### src/rtl/fmap_streamer_if.sv
// Element stream from the feature-map reader towards downstream stages.
//   m_data  : current element (signed, bit-exact copy of the snapshot)
//   m_valid : m_data/m_row/m_col/m_last are valid
//   m_ready : downstream accepts on m_valid & m_ready
//   m_last  : current element is the bottom-right corner of the map
//   m_row   : row index of the current element
//   m_col   : column index of the current element
interface fmap_streamer_if #(
  parameter int unsigned WIDTH_BIT = 8,
  parameter int unsigned IDX_W     = 3
);
  logic signed [WIDTH_BIT-1:0] m_data;
  logic                        m_valid;
  logic                        m_ready;
  logic                        m_last;
  logic        [IDX_W-1:0]     m_row;
  logic        [IDX_W-1:0]     m_col;

  modport master (output m_data, m_valid, m_last, m_row, m_col, input m_ready);
  modport slave  (input m_data, m_valid, m_last, m_row, m_col, output m_ready);
endinterface

### src/rtl/fmap_streamer.sv
// Feature-map streamer: snapshots the full OUT_SIZE x OUT_SIZE map written by
// the convolution stage on the rising edge of done_in, then drains it
// row-major over a valid/ready stream.
//   clock    : rising-edge clock
//   reset    : asynchronous, active-high reset
//   fmap_in  : feature map from the writer, [row][col]
//   done_in  : writer completion flag (level or pulse)
//   m        : element stream (master side)
//   busy     : a frame is being streamed
//   overrun  : sticky, a frame was signalled while busy and dropped
module fmap_streamer #(
  parameter int unsigned OUT_SIZE  = 5,
  parameter int unsigned WIDTH_BIT = 8
) (
  input  logic                        clock,
  input  logic                        reset,
  input  logic signed [WIDTH_BIT-1:0] fmap_in [OUT_SIZE][OUT_SIZE],
  input  logic                        done_in,
  fmap_streamer_if.master             m,
  output logic                        busy,
  output logic                        overrun
);

  localparam int unsigned IDX_W = ($clog2(OUT_SIZE) > 1) ? $clog2(OUT_SIZE) : 1;
  localparam logic [IDX_W-1:0] IDX_MAX = IDX_W'(OUT_SIZE - 1);

  typedef enum logic {IDLE, STREAM} state_t;

  state_t                      state, state_n;
  logic        [IDX_W-1:0]     row, col, row_n, col_n;
  logic signed [WIDTH_BIT-1:0] snapshot [OUT_SIZE][OUT_SIZE];
  logic signed [WIDTH_BIT-1:0] elem_n;
  logic                        done_q;
  logic                        armed;
  logic                        start;
  logic                        load;
  logic                        at_last;
  logic                        overrun_n;

  // armed blocks a done_in level held through reset release from counting as an edge
  assign start   = done_in & ~done_q & armed;
  assign at_last = (row == IDX_MAX) && (col == IDX_MAX);

  // State register
  always_ff @(posedge clock or posedge reset) begin
    if (reset) state <= IDLE;
    else       state <= state_n;
  end

  // Next state, counter advance, snapshot load and overrun detection
  always_comb begin
    state_n   = state;
    row_n     = row;
    col_n     = col;
    load      = 1'b0;
    overrun_n = overrun;
    unique case (state)
      IDLE: begin
        if (start) begin
          load    = 1'b1;
          row_n   = '0;
          col_n   = '0;
          state_n = STREAM;
        end
      end
      STREAM: begin
        // m_valid is high throughout STREAM, so m_ready alone is the handshake
        if (m.m_ready) begin
          if (at_last) begin
            row_n = '0;
            col_n = '0;
            // a start coinciding with the final handshake chains straight into the next frame
            if (start) load = 1'b1;
            else       state_n = IDLE;
          end else if (col == IDX_MAX) begin
            col_n = '0;
            row_n = row + IDX_W'(1);
          end else begin
            col_n = col + IDX_W'(1);
          end
        end
        if (start && !(m.m_ready && at_last)) overrun_n = 1'b1;
      end
      default: state_n = IDLE;
    endcase
  end

  // Element presented after this edge; a fresh load bypasses the snapshot
  always_comb begin
    elem_n = load ? fmap_in[row_n][col_n] : snapshot[row_n][col_n];
  end

  // Datapath and registered outputs
  always_ff @(posedge clock or posedge reset) begin
    if (reset) begin
      row       <= '0;
      col       <= '0;
      snapshot  <= '{default: '0};
      done_q    <= 1'b0;
      armed     <= 1'b0;
      overrun   <= 1'b0;
      busy      <= 1'b0;
      m.m_valid <= 1'b0;
      m.m_data  <= '0;
      m.m_last  <= 1'b0;
      m.m_row   <= '0;
      m.m_col   <= '0;
    end else begin
      row     <= row_n;
      col     <= col_n;
      done_q  <= done_in;
      armed   <= armed | ~done_in;
      overrun <= overrun_n;
      if (load) snapshot <= fmap_in;
      busy      <= (state_n == STREAM);
      m.m_valid <= (state_n == STREAM);
      if (state_n == STREAM) begin
        m.m_data <= elem_n;
        m.m_last <= (row_n == IDX_MAX) && (col_n == IDX_MAX);
        m.m_row  <= row_n;
        m.m_col  <= col_n;
      end else begin
        m.m_data <= '0;
        m.m_last <= 1'b0;
        m.m_row  <= '0;
        m.m_col  <= '0;
      end
    end
  end

endmodule

### src/flat_wrapper.sv
// flat-port wrapper written by rule: the top's interface ports become plain ports
module fmap_streamer_flat 
#(
  parameter int unsigned OUT_SIZE  = 5,
  parameter int unsigned WIDTH_BIT = 8
)
  (clock, reset, fmap_in, done_in, busy, overrun, m_m_data, m_m_valid, m_m_last, m_m_row, m_m_col, m_m_ready);
  fmap_streamer_if #(.WIDTH_BIT(WIDTH_BIT), .IDX_W(3)) m_i ();
  input  logic clock;
  input  logic reset;
  input  logic signed [WIDTH_BIT-1:0] fmap_in[OUT_SIZE][OUT_SIZE];
  input  logic done_in;
  output logic busy;
  output logic overrun;
  output wire logic [$bits(m_i.m_data)-1:0] m_m_data;
  output wire logic [$bits(m_i.m_valid)-1:0] m_m_valid;
  output wire logic [$bits(m_i.m_last)-1:0] m_m_last;
  output wire logic [$bits(m_i.m_row)-1:0] m_m_row;
  output wire logic [$bits(m_i.m_col)-1:0] m_m_col;
  input wire logic [$bits(m_i.m_ready)-1:0] m_m_ready;
  assign m_m_data = m_i.m_data;
  assign m_m_valid = m_i.m_valid;
  assign m_m_last = m_i.m_last;
  assign m_m_row = m_i.m_row;
  assign m_m_col = m_i.m_col;
  assign m_i.m_ready = m_m_ready;
  fmap_streamer #(.OUT_SIZE(OUT_SIZE), .WIDTH_BIT(WIDTH_BIT)) u_core (.clock(clock), .reset(reset), .fmap_in(fmap_in), .done_in(done_in), .m(m_i), .busy(busy), .overrun(overrun));
endmodule
### config.mk
export PLATFORM = sky130hd
export DESIGN_NAME = fmap_streamer_flat
export DESIGN_NICKNAME = d
export VERILOG_FILES = /design/src/rtl/fmap_streamer_if.sv /design/src/rtl/fmap_streamer.sv /design/src/flat_wrapper.sv
export SDC_FILE = /design/constraint.sdc
export NUM_CORES = 1
export LEC_CHECK = 0
export BUFFER_PORTS_ARGS = -buffer_cell sky130_fd_sc_hd__clkbuf_2
export CORE_MARGIN = 8
export CORE_UTILIZATION = 56
export DETAILED_ROUTE_END_ITERATION = 8
export PLACE_DENSITY = 0.78
export SYNTH_ARGS = -nofsm -noshare
export SYNTH_HDL_FRONTEND = slang
export SYNTH_SLANG_ARGS = --single-unit
### constraint.sdc
create_clock -name clock -period 7.3 [get_ports clock]
set_input_delay 0 -clock clock [delete_from_list [all_inputs] [get_ports clock]]
set_output_delay 0 -clock clock [all_outputs]
set_load 0.02 [all_outputs]
* Yosys cells after proc, flatten, opt, wreduce, memory -nomap -nowiden *
Cells that the tools add are included.

word-level totals
  flip-flop bits (word level) = 225
  bits of input ports = 204

cells by class
  add/sub/neg operators = 2
  order comparisons = 2
  equality and inequality tests = 4
  mux-type cells = 34
  bitwise operators = 8
  reductions and logical operators = 6

operators with widths
  operator             number
  $bmux 40 s3          2
  $mux 40              4
  $bmux 8 s3           2
  $mux 8               6
  $mux 3               10
  $eq 3x3->1 const B   4
  $pmux 3 s2           2
  $ge 4x4->1 const B   2
  $not 3->4            2
  $add 3x1->3 const B  2
  $mux 1               6
  $logic_and 1x1->1    4
  $pmux 1 s2           2
  $not 1->1            3
  $and 1x1->1          2
  $reduce_and 2->1     1
  $logic_not 1->1      1
  $or 1x1->1           1

* Depth between registers and ports, before layout *
Gate-level depths: netlist (run 1).

  depth after elaboration = 14
  mapped depth = 15
  gate-level depth less buffers = 11

* Worst setup path after synthesis (run 1) *
No wires, ideal clock.

  kind = register to register
  from = reg u_core.col[0]
  to = reg u_core.m.m_data[5]
  library setup time = 126 ps
  arrival time = 2748 ps
  data required time = 7174 ps
  slack = 4426 ps
  cell stages (with the launch flop) = 15
  clock period less this slack = 2874 ps
  cells stage by stage = dfrtp_1 -> inv_1 -> ha_1 -> and4_4 -> or3_4 -> and2_1 -> buf_6 -> inv_4 -> buf_4 -> buf_4 -> mux2i_1 -> o22ai_1 -> a211oi_1 -> nor3_1 -> o32a_1

on the way
  word-level cells in the longest chain between the ends = 14
  elaborated cells on any way between the ends = 34
  classes of those cells = 1 x add/sub; 1 x eq/ne; 29 x mux; 2 x bitwise; 1 x reduce/logical

ends and longest elaborated chain
  element                                      line                                      text
  start: declaration                           fmap_streamer.sv:30                       logic [IDX_W-1:0] row, col, row_n, col_n;
  start signal: assignment                     fmap_streamer.sv:110                      col <= col_n;
  $eq 3x3->1                                   fmap_streamer.sv:42, fmap_streamer.sv:75
  $mux 3 or $logic_and 1x1->1 (tied branches)  fmap_streamer.sv:75, fmap_streamer.sv:42
  $mux 3                                       fmap_streamer.sv:69                       if (at_last) begin
  $mux 3                                       fmap_streamer.sv:68                       if (m.m_ready) begin
  $pmux 3 s2                                   fmap_streamer.sv:57                       unique case (state)
  $not 3->4 (not written as such)              fmap_streamer.sv:90                       elem_n = load ? fmap_in[row_n][col_n] : snapshot[row_n][col_n];
  $bmux 40 s3                                  fmap_streamer.sv:90
  $mux 40 (not written as such) (2 in a row)   fmap_streamer.sv:90
  $bmux 8 s3                                   fmap_streamer.sv:90
  $mux 8 (not written as such) (2 in a row)    fmap_streamer.sv:90
  $mux 8                                       fmap_streamer.sv:90
  $mux 8 *                                     fmap_streamer.sv:117                      if (state_n == STREAM) begin
  end signal: assignment                       fmap_streamer.sv:118                      m.m_data <= elem_n;
  end: declaration                             fmap_streamer_if.sv:19                    modport master (output m_data, m_valid, m_last, m_row, m_col, input m_ready);

Mark *: on every way between the ends. The rest lies on a longest branch, timed or not. The select of a mux whose other input is x is not followed.
A chain may end at the register's enable or synchronous reset.

* Final worst setup path (run 1) *
  from = reg u_core.col[1]
  to = reg u_core.m.m_data[5]

on the way
  word-level cells in the longest chain between the ends = 14
  elaborated cells on any way between the ends = 34
  classes of those cells = 1 x add/sub; 1 x eq/ne; 29 x mux; 2 x bitwise; 1 x reduce/logical

ends and longest elaborated chain
  element                                      line
  $eq 3x3->1 *                                 fmap_streamer.sv:42, fmap_streamer.sv:75
  $mux 3 or $logic_and 1x1->1 (tied branches)  fmap_streamer.sv:75, fmap_streamer.sv:42
  $mux 3 *                                     fmap_streamer.sv:69
  $mux 3 *                                     fmap_streamer.sv:68
  $pmux 3 s2 *                                 fmap_streamer.sv:57
  net u_core.row_n[1]                          fmap_streamer.sv:30
  $not 3->4 (not written as such) *            fmap_streamer.sv:90
  $bmux 40 s3                                  fmap_streamer.sv:90
  $mux 40 (not written as such) (2 in a row)   fmap_streamer.sv:90
  $bmux 8 s3                                   fmap_streamer.sv:90
  $mux 8 (not written as such) (2 in a row)    fmap_streamer.sv:90
  $mux 8 *                                     fmap_streamer.sv:90
  $mux 8 *                                     fmap_streamer.sv:117

Mark *: on every way through the listed nets, which the timed path passes. The rest lies on a longest branch. The select of a mux whose other input is x is not followed.

==> results of run 1 <==
per-stage QoR:
step	instances	area, µm²	power, µW	util
floorplan	992	11600	3330	-
detailed placement	1423	12800	3930	0.630
global placement	1423	12800	3880	0.630
global route	1673	15600	5580	0.771
CTS	1668	15600	5270	0.770
finish	1673	15600	5340	0.771
area by class of cell:
type | instances | area [µm²] | area share
Sequential cell | 225 | 5630 | 0.361
Multi-Input combinational cell | 681 | 5520 | 0.354
Timing Repair Buffer | 438 | 3240 | 0.208
Clock buffer | 36 | 706 | 0.0452
Tap cell | 270 | 338 | 0.0217
Clock inverter | 6 | 95.1 | 0.00610
Inverter | 12 | 55.1 | 0.00353
Antenna cell | 5 | 12.5 | 0.000802
power by group:
part	switching, µW	total, µW	internal [µW]
registers	181	1700	1520
logic	1420	2390	963
clock network	513	1250	738
total	2120	5340	3220
cells by family (layout without fill, tap and decap cells):
logic type	count (synthesis)	in the layout	share of synthesized area
other	0	5	0
xor gates and xnor gates	1	1	0.000757
adders and majority gates	4	4	0.00432
DFF	225	225	0.486
buffers and inverters	86	492	0.0389
muxes	302	302	0.283
and+or+nand+nor	159	159	0.0637
AOI/OAI and AO/OA	215	215	0.123
timing repair:
item | in CTS | in global routing
gates resized for setup | 0 | 0
endpoints found under the hold margin | 349 | 0
hold buffers | 203 | 0
worst max-delay path by stage:
stage,start,end,slack (ns),cells after the start
finish,u_core.col[1],u_core.m.m_data[5],2.84,12
detailed placement,u_core.col[0],u_core.m.m_data[6],2.98,12
global placement,u_core.col[0],u_core.m.m_data[6],3.04,12
floorplan,reset,u_core.armed,1.14,1
CTS,u_core.col[0],u_core.m.m_data[6],2.98,12
global route,u_core.col[1],u_core.m.m_data[7],2.50,12
per-layer routing:
layer	vias to the layer above	share of wire
met5	-	0.00033
met4	2	0.056
met3	147	0.071
met2	557	0.48
met1	5025	0.39
li1	4475	-
worst register-to-register path: cells and delay by family, from the launching register on:
family | cells | cell delay, ns
and+or+nand+nor | 3 | 0.90
AOI/OAI and AO/OA | 5 | 1.92
DFF | 1 | 0.43
buffers and inverters | 3 | 0.85
adders and majority gates | 1 | 0.26
flip-flops by register name, summed over array words and instances, names as in the netlist:
signal,count
u_core.m.m_last,1
u_core.row,3
u_core.m.m_col,3
u_core.overrun,1
u_core.m.m_data,8
u_core.col,3
u_core.armed,1
u_core.snapshot,200
u_core.m.m_row,3
u_core.done_q,1
u_core.state,1
cell usage in the layout, fill, tap and decap left out, types with 8 or more instances in the layout:
cell	instances
o21ai_0	19
a22oi_1	8
dlygate4sd3_1	203
and3_1	8
clkbuf_2	221
mux2i_1	101
nor2_1	14
a211oi_1	10
nand2_1	87
clkbuf_16	24
o22ai_1	26
nand3_1	9
buf_4	14
inv_1	8
a21oi_1	81
dfrtp_1	225
a2111oi_0	16
o22a_1	22
nor3_1	14
mux2_2	201
==> summary.txt, run 1 <==
STA
  – Final setup margin: ~2.8 ns
  – Worst Skew: 0.0173 ns
  – RSZ-0062 raised after global routing: no
  – Period utilization: 0.612
  – Worst slew pin tran: roughly 1.1 ns
  – Final Hold Viols: 0
  – WHS: about 0.23 ns
  – Rel. slew slack: 0.266
  – Max Fclk: approximately 220 MHz
  – Fin crit period: between 4 and 5 ns
  – Final setup violation count: 0
  – Setup_tns: 0 ns
  – Max-slew violation count: 0

Global route
  – Gr usage total: 0.302
  – Met2 global-route usage: 0.505
  – Initial antenna violation count: 6
  – Total gr overflow: 0
  – Vias in the first global route: between 10,000 and 15,000
  – First-pass GRT wire length: 61,400 µm
  – Met3 Use GR: 0.0542
  – Met1 usage: 0.370
  – GRT Max-Usage Layer: met2
  – Largest net degree at the start of global routing: 146

CTS
  – Post-CTS Setup Inserts: 0
  – CTS Buffer Depth: 3
  – CTS tree: yes
  – Clock transition at path regs: around 0.060 ns
  – Clk Latency, worst-skew pair: approximately 0.53 ns
  – CTS HTree Levels: 1
  – Root buf cell: clkbuf_16
  – CTS sink cnt: ~230
  – CTS Buf Count: 24

Setup path
  – Reg-to-Reg End: u_core.m.m_data[5]
  – Critical Path Slowest Stage Cell: a2111oi_0
  – Crit-path cells: inv_1 > ha_1 > and4_4 > nor2_1 > a32oi_2 > inv_2 > nand2_2 > buf_4 > a21oi_1 > a2111oi_0 > o21ai_0 > o32a_1
  – Buf/Inv on CP: 3
  – Delay-heaviest family, CP: compound AO/OA/AOI/OAI gates
  – Slowest stage delay, CP: about 0.74 ns
  – Worst r2r path cells: 12
  – Crit-path max FO: 37
  – CP Launch Type: register
  – Worst reg-to-reg setup slack: 2.84 ns
  – Critical path type: reg -> reg
  – R2r startpoint: u_core.col[1]
  – Critical Path RT: ~7.7 ns
  – CP endpoint kind: register
  – Critical path arrival: between 4 and 5 ns

Synthesis
  – Top post-synthesis cells by area: dfrtp_1 (49%), mux2_2 (20%), mux2i_1 (8.7%)
  – Most frequent cell after synthesis: dfrtp_1
  – Synth Flop Type: dfrtp_1
  – Netlist cell types: between 50 and 60
  – Register area share after synthesis: 0.486
  – Synthesized area: approximately 12,000 µm²
  – Synth area leader: dfrtp_1
  – Post-synth EDFFs: 0
  – Warnings, synthesis: 0
  – Syn Area/Cell: roughly 12 µm²
  – Syn_nets: ~1,200
  – Cell count after synthesis: approximately 990
  – FF+latch count, synth: ~230
  – Async set-or-reset flop fraction in the synthesized netlist: 1.00
  – Commonest cells post-synth: dfrtp_1 (225), mux2_2 (201), mux2i_1 (101)
  – Yosys top cell area share: 0.486

Placement
  – Worst slack at placement: 2.98 ns
  – Post-DP HPWL: 23,300 µm
  – Port bufs: 221
  – Routability Congestion: between 0.9 and 1

Detailed routing
  – TritonRoute pass-1 iters: 5
  – Total wire length: between 30,000 and 40,000 µm
  – Post-route ant nets: 0
  – Routed len/inst: around 24 µm
  – Drt first-iter violations: 930
  – Residual DRC: 0
  – Vias per cell: just over 6
  – Via count: a little over 10,000

Hold path
  – Hold WC Path Type: in -> async

Floorplanning
  – Initial core utilization: 0.572
  – Die width: approximately 160 µm
  – Die Area: 25,500 µm²
  – Area of the core: 20,200 µm²
  – Ports: between 200 and 250
  – FP Rows: between 50 and 60
  – Die outline height: around 160 µm

Final layout
  – Share of cells above drive strength 1: 0.347
  – Fill cells: ~1,300
  – Layout overhead on the synthesized area: 34.7%
  – Nets@finish: approximately 1,600

Job
  – Maxcap violations: 0

Run status
  – Status: completed

Pwr
  – Peak supply drop: about 0.25 mV
  – Leak pwr: about 0.0072 µW
  – Pwr dens: between 300 and 400 nW/µm²
No activity file was read; power rests on OpenSTA's default activity.
==> run 2: changes to the inputs <==
--- a/config.mk
+++ b/config.mk
@@ -7,9 +7,9 @@
 export LEC_CHECK = 0
 export BUFFER_PORTS_ARGS = -buffer_cell sky130_fd_sc_hd__clkbuf_2
 export CORE_MARGIN = 8
-export CORE_UTILIZATION = 56
+export CORE_UTILIZATION = 51
 export DETAILED_ROUTE_END_ITERATION = 8
-export PLACE_DENSITY = 0.78
+export PLACE_DENSITY = 0.74
 export SYNTH_ARGS = -nofsm -noshare
 export SYNTH_HDL_FRONTEND = slang
 export SYNTH_SLANG_ARGS = --single-unit
==> constraint.sdc (replaced) <==
create_clock -name clock -period 4 [get_ports clock]
set_input_delay 0 -clock clock [delete_from_list [all_inputs] [get_ports clock]]
set_output_delay 0 -clock clock [all_outputs]
set_load 0.02 [all_outputs]
==> summary.txt, run 2 (synthesis results as in run 1) <==
STA
  – Worst slew pin tran: 1.05 ns (-0.0442 ns)
  – Final setup violation count: 0 (unchanged)
  – Max-slew violation count: 0 (unchanged)
  – WHS: 0.111 ns (-0.121 ns)
  – Setup_tns: 0 ns (unchanged)
  – Worst Skew: 0.0133 ns (-0.00396 ns)
  – Final setup margin: 0.365 ns (-2.47 ns)
  – Fin crit period: 3.64 ns (-0.829 ns)
  – Max Fclk: 275 MHz (+23%)
  – RSZ-0062 raised after global routing: no
  – Period utilization: 0.909 (+0.297)
  – Final Hold Viols: 0 (unchanged)
  – Rel. slew slack: 0.295 (+0.0296)

Setup path
  – Worst r2r path cells: 11 (-1)
  – Setup crit end: u_core.m.m_data[6]
  – CP Launch Type: register
  – Critical path type: reg -> reg
  – Reg-to-Reg End: u_core.m.m_data[6]
  – CP startpoint: u_core.col[0]
  – Critical path arrival: 4.04 ns (-0.84 ns)
  – Worst reg-to-reg setup slack: 0.36 ns (-2.47 ns)
  – Critical Path RT: 4.40 ns (-3.31 ns)
  – Crit-path max FO: 34 (-8.1%)
  – CP endpoint kind: register
  – R2r startpoint: u_core.col[0]

Global route
  – Vias in the first global route: 10,800 (-0.18%)
  – Gr usage total: 0.266 (-0.0358)
  – Total gr overflow: 0 (unchanged)
  – First-pass GRT wire length: 59,700 µm (-2.7%)
  – Initial antenna violation count: 8 (+2)
  – Largest net degree at the start of global routing: 107 (-27%)

CTS
  – CTS sink cnt: 225 (unchanged)
  – CTS tree: yes
  – Root buf cell: clkbuf_16
  – Clock transition at path regs: 0.06 ns (about the same)
  – Post-CTS Setup Inserts: 0 (unchanged)
  – CTS Buffer Depth: 3 (unchanged)
  – Clk Latency, worst-skew pair: 0.53 ns (about the same)
  – CTS Buf Count: 26 (+8.3%)
  – CTS HTree Levels: 1 (unchanged)

Detailed routing
  – Drt first-iter violations: 871 (-6.3%)
  – Met3 WL post-DR: 2650 µm (-5.4%)
  – TritonRoute pass-1 iters: 6 (+1)
  – Routed len/inst: 22.0 µm (-6.8%)
  – Vias per cell: 5.85 (-4.2%)
  – Post-route ant nets: 0 (unchanged)
  – Total wire length: 37,500 µm (-5.1%)
  – Routed met2 length: 18,000 µm (-5.1%)
  – Via count: 9,961 (-2.4%)
  – WL met1: 15,300 µm (-1.0%)
  – Top sig layer: met4
  – Residual DRC: 0 (unchanged)

Floorplanning
  – Die width: 167 µm (+4.3%)
  – Die outline height: 167 µm (+4.3%)
  – Initial core utilization: 0.516 (-0.0561)
  – FP Rows: 55 (+5.8%)
  – Die Area: 27,800 µm² (+8.8%)
  – Area of the core: 22,400 µm² (+11%)
  – Ports: 222 (unchanged)

Final layout
  – Biggest regs: u_core.snapshot x200, u_core.m.m_data x8
  – Largest register FFs: 200 (unchanged)
  – Most common cell after layout, fill and taps aside: dfrtp_1
  – Largest Register: u_core.snapshot
  – Nets@finish: 1,603 (+0.82%)
  – Most frequent cells in the layout: dfrtp_1 (225), clkbuf_2 (221), dlygate4sd3_1 (203)
  – Final instance area: 15,800 µm² (+1.6%)
  – Fill cells: 1,543 (+22%)
  – Final cell count without fillers: 1,704 (+1.9%)
  – Share of cells above drive strength 1: 0.354 (+0.00673)
  – Layout overhead on the synthesized area: 36.9%

Hold path
  – Hold WC Path Type: in -> async

Job
  – Maxcap violations: 0 (unchanged)

Placement
  – Area post-placement: 12,900 µm² (+1.5%)
  – Routability Congestion: 0.915 (+1.1%)
  – Port bufs: 221 (unchanged)
  – Dpl cells: 1,449 (+1.8%)
  – Worst slack at placement: 0.423 ns (-2.55 ns)
  – Post-DP HPWL: 23,900 µm (+2.6%)

Pwr
  – Peak supply drop: 0.360 mV (+42%)
  – Leak pwr: 0.00734 µW (+1.5%)
  – Pwr dens: 629 nW/µm² (+84%)

Run status
  – Status: completed
[run 2: worst max-delay path: stages (launching register included)]
cell,delay (ns)
dfrtp_1,0.43
inv_1,0.07
ha_1,0.26
and4_4,0.23
or3_4,0.39
and2_4,0.19
inv_4,0.27
nor3_2,0.17
buf_4,0.29
a2111oi_0,0.72
nor3_1,0.11
o32a_1,0.35
[run 2: per-layer routing]
layer	global-route usage	vias to the layer above
li1	-	4493
met1	0.332	4907
met2	0.440	447
met3	0.0579	114
met4	0.112	0
met5	0	-
[run 2: worst min-delay path by stage]
stage             from  depth (start not counted)              endpoint  slack, ns
3_5_place_dp     reset                          2     u_core.m.m_row[1]       0.11
5_1_grt          reset                          3  u_core.snapshot[180]       0.17
4_1_cts          reset                          3     u_core.m.m_row[1]       0.12
3_3_place_gp     reset                          2     u_core.m.m_row[0]       0.11
6_report         reset                          3     u_core.m.m_col[0]       0.11
2_1_floorplan  done_in                          0         u_core.done_q       0.03
[run 2: area by class of cell]
type | count | area, µm² | share of cell area
clock buffers | 38 | 777 | 0.0490
flip-flops and latches | 225 | 5630 | 0.355
diodes | 8 | 20.0 | 0.00126
multi-input cells | 681 | 5520 | 0.348
well taps | 285 | 357 | 0.0225
inverters | 12 | 51.3 | 0.00324
repair buffers | 449 | 3410 | 0.215
clock inverters | 6 | 83.8 | 0.00529
[run 2: what timing repair did]
action                                  4_1_cts  5_1_grt
endpoints found under the setup margin        0        0
hold endpoints to repair                    233        0
resized for setup                             0        0
hold buffers                                203        0
[run 2: report_power, final]
| group | switching [µW] | internal (µW) | total, µW | leakage (µW) |
|---|---|---|---|---|
| Clock | 949 | 1460 | 2410 | 0.000426 |
| Combinational | 2580 | 1870 | 4450 | 0.00410 |
| Sequential | 319 | 2780 | 3100 | 0.00281 |
| Total | 3840 | 6120 | 9960 | 0.00734 |
[run 2: metrics by stage]
stage,utilization,power (µW)
3_5_place_dp,0.577,7310
3_3_place_gp,0.577,7240
6_report,0.706,9960
5_1_grt,0.706,10500
2_1_floorplan,-,6070
4_1_cts,0.706,9880
